==> src/rtl/universal_counter_pkg.sv <==
// Shared mode encoding for the universal counter.
// Build option: UNIVERSAL_COUNTER_SATURATE_EN (see universal_counter_next).
package universal_counter_pkg;

  typedef logic [1:0] modeT;

  localparam modeT MODE_HOLD = 2'b00;
  localparam modeT MODE_UP   = 2'b01;
  localparam modeT MODE_DOWN = 2'b10;
  localparam modeT MODE_LOAD = 2'b11;

endpackage

==> src/rtl/universal_counter_next.sv <==
// Combinational next-state for the universal counter: next Q, terminal flag, wrap-count clear.
// UNIVERSAL_COUNTER_SATURATE_EN selects clamp-at-bound instead of wrap-to-opposite-bound.
module universal_counter_next
  import universal_counter_pkg::*;
#(
  parameter int unsigned WIDTH = 10
) (
  input  logic [WIDTH-1:0] q_i,
  input  modeT             mode_i,
  input  logic             countEnable_i,
  input  logic [WIDTH-1:0] p_i,
  input  logic [WIDTH-1:0] beginCount_i,
  input  logic [WIDTH-1:0] endCount_i,
  input  logic [WIDTH-1:0] step_i,
  output logic [WIDTH-1:0] qNext_o,
  output logic             terminal_o,
  output logic             clearWrap_o
);

  logic [WIDTH-1:0]        stepEff;
  logic [WIDTH:0]          sum;
  logic signed [WIDTH:0]   diff;
  logic                    narrowWindow;
  logic                    upEvent;
  logic                    downEvent;

  assign stepEff = (step_i == '0) ? {{(WIDTH-1){1'b0}}, 1'b1} : step_i;
  assign sum     = {1'b0, q_i} + {1'b0, stepEff};
  assign diff    = $signed({1'b0, q_i}) - $signed({1'b0, stepEff});

  // An empty or single-point window turns every enabled count into a terminal event.
  assign narrowWindow = (beginCount_i >= endCount_i);

  assign upEvent   = narrowWindow || (q_i >= endCount_i) || (sum > {1'b0, endCount_i});
  assign downEvent = narrowWindow || (q_i <= beginCount_i) ||
                     (diff < $signed({1'b0, beginCount_i}));

  always_comb begin
    qNext_o     = q_i;
    terminal_o  = 1'b0;
    clearWrap_o = 1'b0;
    case (mode_i)
      MODE_LOAD: begin
        qNext_o     = p_i;
        clearWrap_o = 1'b1;
      end
      MODE_UP: begin
        if (countEnable_i) begin
          if (upEvent) begin
            terminal_o = 1'b1;
`ifdef UNIVERSAL_COUNTER_SATURATE_EN
            qNext_o    = endCount_i;
`else
            qNext_o    = beginCount_i;
`endif
          end else begin
            qNext_o = sum[WIDTH-1:0];
          end
        end
      end
      MODE_DOWN: begin
        if (countEnable_i) begin
          if (downEvent) begin
            terminal_o = 1'b1;
`ifdef UNIVERSAL_COUNTER_SATURATE_EN
            qNext_o    = beginCount_i;
`else
            qNext_o    = endCount_i;
`endif
          end else begin
            qNext_o = diff[WIDTH-1:0];
          end
        end
      end
      default: begin
        qNext_o = q_i;
      end
    endcase
  end

endmodule

==> src/rtl/universal_counter_n.sv <==
// Universal bidirectional windowed counter with registered terminal pulse and saturating
// wrap counter. Build option: UNIVERSAL_COUNTER_SATURATE_EN (clamp instead of wrap).
module universal_counter_n
  import universal_counter_pkg::*;
#(
  parameter int unsigned     WIDTH       = 10,
  parameter int unsigned     CW          = 8,
  parameter logic [WIDTH-1:0] RESET_VALUE = '0
) (
  input  logic             CLK,
  input  logic             RESET_N,
  input  logic [1:0]       S,
  input  logic             CountEnable,
  input  logic [WIDTH-1:0] P,
  input  logic [WIDTH-1:0] BeginCount,
  input  logic [WIDTH-1:0] EndCount,
  input  logic [WIDTH-1:0] Step,
  output logic [WIDTH-1:0] Q,
  output logic             TerminalCount,
  output logic [CW-1:0]    WrapCount
);

  logic [WIDTH-1:0] qNext;
  logic             terminalNext;
  logic             clearWrap;
  logic [CW-1:0]    wrapNext;

  universal_counter_next #(
    .WIDTH (WIDTH)
  ) u_next (
    .q_i           (Q),
    .mode_i        (modeT'(S)),
    .countEnable_i (CountEnable),
    .p_i           (P),
    .beginCount_i  (BeginCount),
    .endCount_i    (EndCount),
    .step_i        (Step),
    .qNext_o       (qNext),
    .terminal_o    (terminalNext),
    .clearWrap_o   (clearWrap)
  );

  always_comb begin
    wrapNext = WrapCount;
    if (clearWrap) begin
      wrapNext = '0;
    end else if (terminalNext && (WrapCount != '1)) begin
      wrapNext = WrapCount + CW'(1);
    end
  end

  always_ff @(posedge CLK or negedge RESET_N) begin
    if (!RESET_N) begin
      Q             <= RESET_VALUE;
      TerminalCount <= 1'b0;
      WrapCount     <= '0;
    end else begin
      Q             <= qNext;
      TerminalCount <= terminalNext;
      WrapCount     <= wrapNext;
    end
  end

endmodule

==> config.mk <==
export PLATFORM = sky130hd
export DESIGN_NAME = universal_counter_n
export DESIGN_NICKNAME = d
export VERILOG_FILES = /design/src/rtl/universal_counter_pkg.sv /design/src/rtl/universal_counter_next.sv /design/src/rtl/universal_counter_n.sv
export SDC_FILE = /design/constraint.sdc
export NUM_CORES = 1
export LEC_CHECK = 0
export CAP_MARGIN = 40
export CORE_MARGIN = 3
export CORE_UTILIZATION = 54
export CTS_BUF_LIST = sky130_fd_sc_hd__clkbuf_4 sky130_fd_sc_hd__clkbuf_8 sky130_fd_sc_hd__clkbuf_16
export DETAILED_ROUTE_END_ITERATION = 6
export PLACE_DENSITY = 0.82
export SYNTH_ARGS = -nofsm -noshare
export SYNTH_HDL_FRONTEND = slang
export SYNTH_SLANG_ARGS = --single-unit
==> constraint.sdc <==
create_clock -name CLK -period 5.5 [get_ports CLK]
set_input_delay 1.1 -clock CLK [delete_from_list [all_inputs] [get_ports CLK]]
set_output_delay 1.1 -clock CLK [all_outputs]
set_load 0.1 [all_outputs]
==> results.json <==
{
  "ir_drop_v": 0.000410,
  "worst-slew-pin-transition_ps": 841,
  "top_level_ports": 64,
  "setup_viol_count_final": 0,
  "synthFlopType": "dfrtp_1",
  "gp_congestion": 0.955,
  "period_needed_ps": 5410,
  "grtUsageMet1_pct": 37.3,
  "crit_end": "WrapCount[4]$_DFFE_PN0P_",
  "synthSimpleGateAreaFrac_pct": 17.4,
  "maxCapViolCount": 0,
  "cp_max_fo": 5,
  "fmax_mhz": 185,
  "vias_per_cell": 6.27,
  "die_area_mm2": 0.00734,
  "synth-compound-area-share_pct": 21.6,
  "ctsHoldBuffers": 0,
  "io_buffers": 63,
  "rows": 28,
  "p_total_uw": 1590,
  "status": "finished, final reports clean",
  "wl_per_cell_um": 19.5,
  "grt_overflow": 0,
  "skew_ps": 9.13,
  "dr_total_vias": 3774,
  "final_util_pct": 81.1,
  "yosys_warnings": 0,
  "cts_buffers": 3,
  "htreeDepth": 1,
  "finalHoldViolations": 0,
  "syn_inst": 416,
  "synthDistinctLibCells": 62,
  "r2r_end": "WrapCount[4]$_DFFE_PN0P_",
  "die_y_um": 85.7,
  "drt_wl_total_mm": 11.8,
  "r2r_slack_ps": 1110,
  "rr_startpoint": "Q[3]$_DFFE_PN0P_",
  "synth_area_mm2": 0.00343,
  "min_path_type": "register to register",
  "cp-end-kind": "register",
  "regArea_um2": 475,
  "fin_nets": 651,
  "synthesis.nets": 539,
  "synth-edff-count": 0,
  "relSlewSlack_pct": 43.9,
  "coreArea_mm2": 0.00603,
  "drtPass1Iterations": 5,
  "dpl.hpwl_mm": 8.77,
  "initial_core_util_pct": 56.9,
  "drt-initial-drc-count": 258,
  "multiInputGateArea_mm2": 0.00285,
  "fillers": 383,
  "grt_max_degree": 22,
  "report.final.slew_viol_count": 0,
  "ant_nets": 0,
  "synthArstFlopShare_pct": 100,
  "top_usage_layer": "met2",
  "drive_above_1_share_pct": 22.6,
  "diodes": 0,
  "drc": 0,
  "root_buffer": "clkbuf_8",
  "startpoint_type": "primary input",
  "area.growth.synth_to_final_pct": 42.5,
  "track_usage_pct": 30.1,
  "insertion_delay_ps": 260,
  "grt_pass1_vias": 3821,
  "hold_start": "WrapCount[6]$_DFFE_PN0P_",
  "die_w_um": 85.7,
  "clockBufferDepth": 2,
  "grt_antenna_before_repair": 0,
  "post-route-period-util_pct": 98.3,
  "tritoncts": "built",
  "layout_common_cells": "75 x ha_1, 55 x clkdlybuf4s50_1, 47 x inv_1, 41 x buf_4, 36 x nor2_1",
  "path_clk_slew_ps": 80,
  "cp.arrival_ps": 5590,
  "synth_fa_ha_area_share_pct": 28.9,
  "synthMuxAreaShare_pct": 6.13,
  "cts_sinks": 19,
  "synth-seq-cells": 19,
  "layout_commonest_cell": "ha_1",
  "grt_use_met2_pct": 53.7,
  "cp.required_ps": 5690,
  "power-per-cell-area_mw_per_mm2": 326,
  "path_class": "primary input to register",
  "synth_top_family_by_area": "adder cells",
  "grtUsageMet3_pct": 3.55,
  "avgSynthCellArea_um2": 8.24,
  "grt_pass1_wl_mm": 17.9,
  "ys_seq_area_share_pct": 13.9,
  "reg2reg_depth": 16,
  "cp-startpoint": "Step[2]",
  "synth_xor_area_share_pct": 4.34,
  "p_leak_uw": 0.00234
}
-- sequential cells by signal, indices dropped and copies added (netlist names) --
register       cells
Q                 10
TerminalCount      1
WrapCount          8
-- worst min-delay path by stage --
stage          slack (ps)                        to  cells past startpoint
3_5_place_dp          540  WrapCount[6]$_DFFE_PN0P_                      1
4_1_cts               560  WrapCount[6]$_DFFE_PN0P_                      1
5_1_grt               570  WrapCount[6]$_DFFE_PN0P_                      1
3_3_place_gp          520  WrapCount[6]$_DFFE_PN0P_                      1
2_1_floorplan         800          Q[0]$_DFFE_PN0P_                      0
6_report              560  WrapCount[6]$_DFFE_PN0P_                      1
-- cells in the mapped netlist (2+ instances only) --
| cell | n | share of area, % |
|---|---|---|
| or4_1 | 2 | 0.44 |
| nand2_1 | 15 | 1.6 |
| fa_1 | 2 | 1.2 |
| buf_2 | 3 | 0.44 |
| nor2b_1 | 8 | 1.5 |
| mux2_1 | 2 | 0.66 |
| dfrtp_1 | 19 | 14 |
| xnor2_1 | 11 | 2.8 |
| ha_1 | 76 | 28 |
| a211oi_1 | 11 | 2.4 |
| nand2b_1 | 4 | 0.73 |
| mux2i_1 | 3 | 0.88 |
| and3_1 | 5 | 0.91 |
| mux2_4 | 3 | 1.3 |
| nor2_1 | 36 | 3.9 |
| a31o_2 | 2 | 0.51 |
| xor2_1 | 6 | 1.5 |
| a221oi_1 | 2 | 0.51 |
| mux2_2 | 10 | 3.3 |
| o22ai_1 | 3 | 0.55 |
| or3_1 | 6 | 1.1 |
| buf_6 | 2 | 0.66 |
| nand3b_1 | 3 | 0.66 |
| a21o_1 | 4 | 0.88 |
| a21oi_1 | 25 | 3.6 |
| o21bai_1 | 3 | 0.66 |
| nor3_1 | 7 | 1.0 |
| o2111ai_1 | 2 | 0.51 |
| a31oi_1 | 6 | 1.1 |
| o21a_1 | 3 | 0.66 |
| nand4_1 | 5 | 0.91 |
| nor4_1 | 4 | 0.73 |
| inv_1 | 47 | 5.1 |
| or2_2 | 2 | 0.36 |
| clkbuf_1 | 13 | 1.4 |
| o211ai_1 | 2 | 0.44 |
| nand3_1 | 12 | 1.8 |
| o21ai_0 | 16 | 2.3 |
| o211ai_2 | 2 | 0.73 |
| nor3b_1 | 3 | 0.66 |
| a221oi_2 | 5 | 2.2 |
-- what timing repair did --
| item | in CTS | in global routing |
|---|---|---|
| setup endpoints to repair | 15 | 18 |
| pin swaps | 16 | 17 |
| buffers inserted | 6 | 2 |
| resized for setup | 29 | 20 |
-- where the power goes --
group | internal [µW] | switching, µW
clock network | 50.5 | 51.6
logic | 564 | 715
registers | 163 | 50.5
total | 777 | 817
-- metal layers --
layer / vias to the layer above / part of all wire, % / wire (µm)
met1: 1775 / 39 / 4570
met5: - / 0 / 0
met3: 59 / 7.1 / 836
met2: 211 / 50 / 5860
li1: 1729 / - / -
met4: 0 / 4.2 / 497
-- logic make-up (layout without fill, tap and decap cells) --
family | after synthesis | count (layout)
AOI/OAI and AO/OA | 102 | 102
DFF | 19 | 19
buffers and inverters | 66 | 177
xor gates and xnor gates | 17 | 17
muxes | 18 | 18
and+or+nand+nor | 116 | 116
adders and majority gates | 78 | 78
-- metrics by stage --
step | worst slack, ps | std cells | area (µm²) | TNS (ps) | hold WS, ps
detailed placement | -519 | 591 | 4630 | -6850 | 536
CTS | 19.9 | 601 | 4810 | 0 | 555
floorplan | 298 | 416 | 3430 | 0 | 804
global route | -117 | 602 | 4880 | -286 | 570
global placement | -372 | 571 | 4330 | -4090 | 519
finish | 94.6 | 602 | 4880 | 0 | 565
-- final cells by class --
class / count / share of cell area (%)
Clock buffer: 3 / 0.845
Timing Repair Buffer: 126 / 25.5
Tap cell: 75 / 1.92
Clock inverter: 1 / 0.102
Multi-Input combinational cell: 331 / 58.2
Sequential cell: 19 / 9.73
Inverter: 47 / 3.61
-- worst max-delay path, stage by stage --
cell             delay, ps
clkdlybuf4s50_1        480
inv_1                   70
a41o_1                 250
buf_4                  140
ha_1                   200
fa_1                   390
nand3b_1               220
a31oi_2                240
nor2_1                 110
nor3_2                 140
xnor2_1                140
ha_1                   230
a2111oi_2              320
o21ai_1                130
a2bb2oi_1              190
nand4_1                250
o211ai_2               190
or4_1                  590
a21oi_1                200
Power figures use the tool's default switching activity.
